## config.mk

```make
export PLATFORM = sky130hd
export DESIGN_NAME = snake_move_sched_flat
export DESIGN_NICKNAME = d
export VERILOG_FILES = /design/src/rtl/snake_move_sched_if.sv /design/src/rtl/snake_move_sched.sv /design/src/flat_wrapper.sv
export SDC_FILE = /design/constraint.sdc
export NUM_CORES = 1
export LEC_CHECK = 0
export BUFFER_PORTS_ARGS = -buffer_cell sky130_fd_sc_hd__clkbuf_2
export CELL_PAD_IN_SITES_DETAIL_PLACEMENT = 0
export CELL_PAD_IN_SITES_GLOBAL_PLACEMENT = 1
export CORE_MARGIN = 2
export CORE_UTILIZATION = 46
export DETAILED_ROUTE_END_ITERATION = 10
export PLACE_DENSITY_LB_ADDON = 0.1
export SKIP_LAST_GASP = 1
export SLEW_MARGIN = 10
export SYNTH_ARGS = -nofsm -noshare
export SYNTH_HDL_FRONTEND = slang
export SYNTH_SLANG_ARGS = --single-unit
```

## constraint.sdc

```tcl
create_clock -name clk -period 3.3 [get_ports clk]
set_input_delay 0.495 -clock clk [delete_from_list [all_inputs] [get_ports clk]]
set_output_delay 0.495 -clock clk [all_outputs]
set_load 0.01 [all_outputs]
```

## src/rtl/snake_move_sched_if.sv

```systemverilog
// Heading type shared by the scheduler and its consumers, plus the control/status
// bundle between the player input stage, the scheduler and the board logic.
package snake_pkg;
    typedef enum logic [1:0] {
        UP    = 2'd0,
        RIGHT = 2'd1,
        DOWN  = 2'd2,
        LEFT  = 2'd3
    } direction_t;
endpackage

interface snake_move_sched_if #(
    parameter int QDEPTH = 4
);
    import snake_pkg::*;

    logic                          en;
    logic                          turn_left;
    logic                          turn_right;
    direction_t                    dir;
    logic                          step;
    logic [$clog2(QDEPTH+1)-1:0]   q_level;
    logic                          overflow;

    modport master (
        output en, turn_left, turn_right,
        input  dir, step, q_level, overflow
    );

    modport slave (
        input  en, turn_left, turn_right,
        output dir, step, q_level, overflow
    );
endinterface

```

## src/rtl/snake_move_sched.sv

```systemverilog
// Snake movement scheduler: internal game-step tick, queued relative turns
// resolved against the last queued heading, one turn released per step.
module snake_move_sched #(
    parameter int TICK_DIV = 6_500_000,
    parameter int QDEPTH   = 4
) (
    input  logic                clk,
    input  logic                rst,
    snake_move_sched_if.slave   bus
);
    import snake_pkg::*;

    localparam int CW = (TICK_DIV > 2) ? $clog2(TICK_DIV) : 1;
    localparam int PW = $clog2(QDEPTH);
    localparam int LW = $clog2(QDEPTH+1);
    localparam logic [CW-1:0] CNT_MAX = CW'(TICK_DIV-1);
    localparam logic [LW-1:0] LVL_FULL = LW'(QDEPTH);

    logic [CW-1:0] cnt_q, cnt_d;
    logic          step_q, step_d;
    logic          ovf_q, ovf_d;
    direction_t    dir_q, dir_d;
    direction_t    tail_q, tail_d;
    logic [PW-1:0] rd_ptr_q, rd_ptr_d;
    logic [PW-1:0] wr_ptr_q, wr_ptr_d;
    logic [LW-1:0] level_q, level_d;
    direction_t    mem_q [QDEPTH];

    logic          fire, pop, push_req, push_ok, full, wr_en;
    direction_t    entry;

    function automatic direction_t rot_ccw(direction_t d);
        logic [1:0] t;
        t = d;
        t = t - 2'd1;
        return direction_t'(t);
    endfunction

    function automatic direction_t rot_cw(direction_t d);
        logic [1:0] t;
        t = d;
        t = t + 2'd1;
        return direction_t'(t);
    endfunction

    always_comb begin
        cnt_d    = cnt_q;
        step_d   = 1'b0;
        ovf_d    = 1'b0;
        dir_d    = dir_q;
        tail_d   = tail_q;
        rd_ptr_d = rd_ptr_q;
        wr_ptr_d = wr_ptr_q;
        level_d  = level_q;
        fire     = (cnt_q == CNT_MAX);
        full     = (level_q == LVL_FULL);
        push_req = bus.turn_left ^ bus.turn_right;
        entry    = bus.turn_left ? rot_ccw(tail_q) : rot_cw(tail_q);
        pop      = 1'b0;
        push_ok  = 1'b0;
        wr_en    = 1'b0;

        if (!bus.en) begin
            // Pause flushes the queue; the tail re-anchors to the live heading.
            cnt_d    = '0;
            rd_ptr_d = '0;
            wr_ptr_d = '0;
            level_d  = '0;
            tail_d   = dir_q;
        end else begin
            cnt_d  = fire ? '0 : cnt_q + CW'(1);
            step_d = fire;
            pop    = fire && (level_q != '0);
            if (pop) begin
                dir_d    = mem_q[rd_ptr_q];
                rd_ptr_d = rd_ptr_q + PW'(1);
            end
            if (push_req) begin
                if (!full || pop) begin
                    push_ok  = 1'b1;
                    wr_en    = 1'b1;
                    wr_ptr_d = wr_ptr_q + PW'(1);
                    tail_d   = entry;
                end else begin
                    ovf_d = 1'b1;
                end
            end
            case ({push_ok, pop})
                2'b10:   level_d = level_q + LW'(1);
                2'b01:   level_d = level_q - LW'(1);
                default: level_d = level_q;
            endcase
        end
    end

    always_ff @(posedge clk) begin
        if (rst) begin
            cnt_q    <= '0;
            step_q   <= 1'b0;
            ovf_q    <= 1'b0;
            dir_q    <= UP;
            tail_q   <= UP;
            rd_ptr_q <= '0;
            wr_ptr_q <= '0;
            level_q  <= '0;
        end else begin
            cnt_q    <= cnt_d;
            step_q   <= step_d;
            ovf_q    <= ovf_d;
            dir_q    <= dir_d;
            tail_q   <= tail_d;
            rd_ptr_q <= rd_ptr_d;
            wr_ptr_q <= wr_ptr_d;
            level_q  <= level_d;
        end
    end

    // Storage needs no reset: occupancy is tracked by level_q and the pointers.
    always_ff @(posedge clk) begin
        if (wr_en) mem_q[wr_ptr_q] <= entry;
    end

    assign bus.dir      = dir_q;
    assign bus.step     = step_q;
    assign bus.q_level  = level_q;
    assign bus.overflow = ovf_q;
endmodule

```

## src/flat_wrapper.sv

```systemverilog
// flat-port wrapper written by rule: the top's interface ports become plain ports
module snake_move_sched_flat import snake_pkg::*;
#(
    parameter int TICK_DIV = 6_500_000,
    parameter int QDEPTH   = 4
)
  (clk, rst, bus_en, bus_turn_left, bus_turn_right, bus_dir, bus_step, bus_q_level, bus_overflow);
  snake_move_sched_if #(.QDEPTH(QDEPTH)) bus_i ();
  input  logic clk;
  input  logic rst;
  input wire logic [$bits(bus_i.en)-1:0] bus_en;
  input wire logic [$bits(bus_i.turn_left)-1:0] bus_turn_left;
  input wire logic [$bits(bus_i.turn_right)-1:0] bus_turn_right;
  output wire logic [$bits(bus_i.dir)-1:0] bus_dir;
  output wire logic [$bits(bus_i.step)-1:0] bus_step;
  output wire logic [$bits(bus_i.q_level)-1:0] bus_q_level;
  output wire logic [$bits(bus_i.overflow)-1:0] bus_overflow;
  assign bus_i.en = bus_en;
  assign bus_i.turn_left = bus_turn_left;
  assign bus_i.turn_right = bus_turn_right;
  assign bus_dir = bus_i.dir;
  assign bus_step = bus_i.step;
  assign bus_q_level = bus_i.q_level;
  assign bus_overflow = bus_i.overflow;
  snake_move_sched #(.TICK_DIV(TICK_DIV), .QDEPTH(QDEPTH)) u_core (.clk(clk), .rst(rst), .bus(bus_i));
endmodule
```

==> results of run 1 <==
[worst max-delay path, cell delays in order (launching register included)]
cell      delay, ns
dfxtp_1        0.37
nor4bb_1       0.54
nand4_1        0.29
o31a_1         0.49
ha_1           0.27
inv_1          0.07
fa_1           0.17
xor2_1         0.07
or3_1          0.31
a21oi_1        0.14
[kinds of logic after synthesis]
group,after synthesis,synth area share (%)
DFF,44,45.10
adders and majority gates,7,4.463
muxes,7,4.463
and+or+nand+nor,92,24.43
xor gates and xnor gates,17,6.988
AOI/OAI and AO/OA,35,9.983
buffers and inverters,23,4.580
[area by class of cell]
class | instances | area (um2) | area share, %
inverters | 16 | 60.06 | 2.579
flip-flops and latches | 44 | 960.9 | 41.27
repair buffers | 12 | 62.56 | 2.687
clock inverters | 2 | 35.03 | 1.505
clock buffers | 6 | 72.57 | 3.117
well taps | 52 | 65.06 | 2.794
multi-input cells | 158 | 1072 | 46.05
[registers in the layout, indices dropped and copies added, names as in the netlist]
name / cells
u_core.bus.dir: 2
u_core.bus.overflow: 1
u_core.bus.q_level: 3
u_core.bus.step: 1
u_core.cnt_q: 23
u_core.mem_q: 8
u_core.rd_ptr_q: 2
u_core.tail_q: 2
u_core.wr_ptr_q: 2
[cells in the final DEF, fill, tap and decap left out, drive strengths merged, types with 6 or more instances in the layout]
| master | synthesis | layout |
|---|---|---|
| nor2 | 21 | 21 |
| or3 | 6 | 6 |
| nor3 | 8 | 8 |
| or4 | 9 | 9 |
| o21ai | 9 | 9 |
| inv | 15 | 15 |
| clkbuf | 3 | 17 |
| ha | 6 | 6 |
| nand3 | 8 | 8 |
| a21oi | 14 | 14 |
| o31ai | 7 | 7 |
| nand4 | 6 | 6 |
| edfxtp | 8 | 8 |
| dfxtp | 36 | 36 |
| nand2 | 17 | 17 |
| xnor2 | 12 | 12 |
[path summary, 6_finish.rpt]
check | to | slack (ns) | startpoint | depth (start not counted)
setup reg to reg | u_core.bus.q_level[2] | 0.50 | u_core.cnt_q[22] | 9
hold / removal | u_core.cnt_q[0] | 0.46 | u_core.cnt_q[0] | 1
hold reg to reg | u_core.cnt_q[0] | 0.46 | u_core.cnt_q[0] | 1
setup / recovery | u_core.bus.q_level[2] | 0.50 | u_core.cnt_q[22] | 9
[per-layer routing]
metal	vias up	routed length, um	track usage [%]
met4	0	65	7.128
li1	827	-	-
met3	5	95	3.889
met1	771	1815	20.28
met2	14	1998	29.46
met5	-	0	0
[stage by stage]
stage	total power [W]	area, um2	std cells
after floorplan	0.0006158	2131	225
after global placement	0.0006301	2221	282
after detailed placement	0.0006325	2221	282
after CTS	0.001030	2328	290
after global routing	0.001055	2328	290
final	0.001013	2328	290
[power groups by stage]
| stage | clock network, W | logic (W) | registers, W |
|---|---|---|---|
| 2_1_floorplan | 0 | 0.0000417 | 0.000574 |
| 3_3_place_gp | 0 | 0.0000559 | 0.000574 |
| 3_5_place_dp | 0 | 0.0000576 | 0.000575 |
| 4_1_cts | 0.000410 | 0.0000582 | 0.000562 |
| 5_1_grt | 0.000427 | 0.0000647 | 0.000564 |
| 6_report | 0.000394 | 0.0000570 | 0.000562 |
==> qor.txt, run 1 <==
Status = completed
Switch Pwr = 0.0002105 W
CTS buffer count = 5
Count leader, synth = dfxtp_1
F_max = 0.3576 GHz
Post-Syn Instances = 225
Clock power frac = 38.9%
Endpoints failing hold = 0
Die width = 72.06 um
Sw Share = 20.78%
Core area = 4414 um2
Internal power = 0.0008024 W
Post-Syn Area = 2131 um2
Gr usage total = 17.03%
Max-slew headroom = 53.36%
Max Buffers Root-to-Sink = 2
Yosys reg bits = 44
RSZ-0062 raised after global routing = false
Post-route setup TNS = 0 ns
Layout cell share with drive strength beyond 1 = 13.03%
Vias = 1617
Setup CP Type = reg -> reg
Clk Tree Root Cell = clkbuf_8
Worst-Skew Late Latency = 0.29 ns
Vert. Die Dim = 72.06 um
Peak fanout along the critical path = 8
Initial Util = 48.27%
PnR worst setup slack = 0.5036 ns
Gpl congestion = 0.7454
Fin Clk Skew = 0.005925 ns
Post-route ant nets = 0
Max Cap Viol = 0
Top Ports = 12
Power per cell area = 435.0 nW/um2
Die area = 5193 um2
Final min period = 2.796 ns
Overall routed net length = 3976 um
N_diodes = 0
Initial DRC count = 85
Worst Setup Start Kind = flop
Total grt overflow = 0
Drt pass-1 iters = 4
Utilization after layout = 52.75%
Library cells used by synthesis = 42
Max Slew Vio Count = 0
Synth area leaders = dfxtp_1, edfxtp_1, xnor2_1
Hold_ws = 0.4640 ns
Leak = 0.7269 nW
Seq pwr share = 55.5%
Hold-fix buffers, CTS = 0
WP data arrival = 3.02 ns
Filler cells = 419
# setup viols final = 0
Largest net degree at the start of global routing = 25
Clock slew at reported path FFs = 0.08 ns
Share of the synthesized area in the top cell type = 33.82%
# DRC = 0
Main synth FF type = dfxtp_1
Worst VDD drop = 214.7 uV
Syn nets = 237
Number of post-CTS setup repair buffers = 0
Port Buffers = 11
Most frequent cells after synthesis = dfxtp_1, nor2_1, nand2_1
Post-DP HPWL = 3031 um
Drt via density = 5.576
Wire length per cell = 13.71 um
Fin nets = 249
Async SR Flop Fraction = 0%
CP Capture Type = flop
Antenna violations before repair = 0
Final Cycle Share = 84.74%
Clock sink total = 44
Worst-Margin Slew = 0.6931 ns
Cell row count = 24
Synth Warn # = 0
Gates resized, CTS repair = 0
Post-synthesis sequential area ratio = 45.10%
Syn_area_per_cell = 9.470 um2
Post-synth EDFFs = 8
Vias in the first global route = 1558
Syn-to-layout area delta = 9.278%
Combinational share of power = 5.6%
Hold Path Class = reg -> reg
H-tree depth = 2
Place WS = 0.5347 ns
CTS tree = done
Post-synth top area cell = dfxtp_1
First-pass GRT wire length = 6913 um
Critical path data required time = 3.52 ns
No activity file was read; power rests on OpenSTA's default activity.
==> run 2: changes to the inputs <==
Settings changed: CORE_UTILIZATION 46 to 42.
Clock period 3.3 ns to 2.5 ns, I/O delays scaled along.
==> run 2 against run 1 <==
Compared with the run above:
- register-to-register slack worse by 0.42 ns
- combinational power is 44% higher
- fmax is 16% higher
- first-iteration DRC count is 46% lower
- highest routed layer unchanged
- final cell count is 9.7% higher
- clock skew is 0.0027 ns lower
==> qor.txt, run 2 (synthesis gave the netlist of run 1 again) <==
Port Buffers = 11
Top Ports = 12
Peak fanout along the critical path = 4
Wire length per cell = 13.16 um
Post-route setup TNS = 0 ns
Drt pass-1 iters = 4
Critical path data required time = 2.71 ns
Clock slew at reported path FFs = 0.08 ns
Worst Setup Start Kind = flop
First-pass GRT wire length = 6803 um
Antenna violations before repair = 0
Vert. Die Dim = 75.23 um
DR top layer = met4
Max Slew Vio Count = 0
CTS buffer count = 5
Reg2reg start = u_core.cnt_q[19]
CP Capture Type = flop
Total grt overflow = 0
Initial DRC count = 46
Clk Tree Root Cell = clkbuf_8
Overall routed net length = 4185 um
RSZ-0062 raised after global routing = true
Hold path endpoint = u_core.tail_q[1]
Final min period = 2.417 ns
Fin Clk Skew = 0.003215 ns
Clock sink total = 44
Die width = 75.23 um
Fin nets = 262
Internal power = 0.0009565 W
Most frequent cells in the layout = dfxtp_1, nor2_1, nand2_1
Max reg flops = 23
Seq pwr share = 60.1%
Crit Reg-Reg Endpoint = u_core.bus.q_level[2]
WP data arrival = 2.63 ns
Die area = 5659 um2
Metal3 WL = 126 um
Drt via density = 5.151
DP Cell Count = 308
Max-slew headroom = 58.56%
Worst R2R Setup Slack = 0.08 ns
Endpoints failing hold = 0
Combinational share of power = 6.6%
Gpl congestion = 0.8142
Post-DP HPWL = 3097 um
Cell row count = 25
Sw Share = 22.41%
Max Buffers Root-to-Sink = 2
# setup viols final = 0
Vias in the first global route = 1550
Post-route ant nets = 0
Top reg by flops = u_core.cnt_q
Most common cell after layout, fill and taps aside = dfxtp_1
Worst VDD drop = 295.4 uV
Worst-Skew Late Latency = 0.28 ns
Post-route insts no fill = 318
Core area = 4817 um2
Largest net degree at the start of global routing = 25
Hold path start = rst
Layout cell share with drive strength beyond 1 = 24.30%
CTS tree = done
Power per cell area = 498.8 nW/um2
WL met1 = 1934 um
H-tree depth = 2
Met2 WL = 2101 um
Status = completed
Vias = 1638
Hold Path Class = in -> reg
Syn-to-layout area delta = 15.97%
N_diodes = 0
# DRC = 0
Final Cycle Share = 96.69%
Switch Pwr = 0.0002762 W
Gr usage total = 15.67%
F_max = 0.4137 GHz
Hold Path Depth = 4
Leak = 0.7890 nW
R2R depth = 10
Setup CP Type = reg -> reg
Worst-Margin Slew = 0.6160 ns
Max Cap Viol = 0
Initial Util = 44.23%
Clock power frac = 33.2%
run 2: cell count changes in the layout (fill, tap and decap cells not counted), sizes merged:
cell / previous run / this run
buf: 1 / 14
bufinv: 1 / 0
clkbuf: 17 / 16
clkinv: 2 / 4
run 2: what timing repair did:
action	in CTS	in global routing
hold buffers	0	0
setup buffers	1	1
endpoints found under the setup margin	1	2
pin swaps	1	8
hold endpoints to repair	0	0
resized for setup	2	16
run 2: metal layers:
layer	GRT usage, %	up-vias
met5	0	-
met4	5.068	0
met3	3.213	2
met2	27.29	21
met1	19.40	760
li1	-	855
run 2: cell type report:
class / instances / area [um2]
clock inverters: 3 / 13.76
clock buffers: 5 / 68.82
multi-input cells: 158 / 1114
repair buffers: 25 / 160.2
inverters: 16 / 60.06
well taps: 67 / 83.83
fillers: 476 / 2346
flip-flops and latches: 44 / 970.9
run 2: how the worst max path moves through the flow:
stage	from	to	slack [ns]	cells past startpoint
after floorplan	u_core.cnt_q[5]	u_core.bus.q_level[2]	0.01	10
after global placement	u_core.cnt_q[22]	u_core.bus.q_level[2]	0.003	9
after detailed placement	u_core.cnt_q[22]	u_core.bus.q_level[2]	-0.08	9
after CTS	u_core.bus.q_level[2]	u_core.bus.q_level[2]	0.04	9
after global routing	u_core.cnt_q[21]	u_core.bus.q_level[2]	-0.06	10
final	u_core.cnt_q[19]	u_core.bus.q_level[2]	0.08	10
run 2: power by group through the flow:
| stage | sequential [W] | combinational (W) | clock (W) |
|---|---|---|---|
| final | 0.000741 | 0.0000818 | 0.000409 |
| after global routing | 0.000743 | 0.0000921 | 0.000457 |
| after CTS | 0.000741 | 0.0000811 | 0.000430 |
| after detailed placement | 0.000758 | 0.0000805 | 0 |
| after global placement | 0.000757 | 0.0000796 | 0 |
| after floorplan | 0.000758 | 0.0000550 | 0 |
run 2: worst max-delay path, stage by stage, from the launching register on:
cell	delay, ns
dfxtp_2	0.35
nor4b_2	0.31
nand4_1	0.21
buf_4	0.19
o31a_1	0.29
ha_2	0.19
inv_2	0.06
fa_2	0.18
xor2_1	0.08
or3_4	0.37
a21oi_2	0.12
run 2: stage by stage:
stage	hold WS, ns	cell area [um2]	power [W]	setup slack [ns]	util (%)
floorplan	0.4295	2133	0.0008128	0.01126	-
global placement	0.4406	2325	0.0008369	0.002800	48.26
global route	0.4492	2471	0.001292	-0.06235	51.30
detailed placement	0.4521	2325	0.0008383	-0.07713	48.26
finish	0.4233	2471	0.001233	0.08285	51.30
CTS	0.4111	2430	0.001252	0.03934	50.44
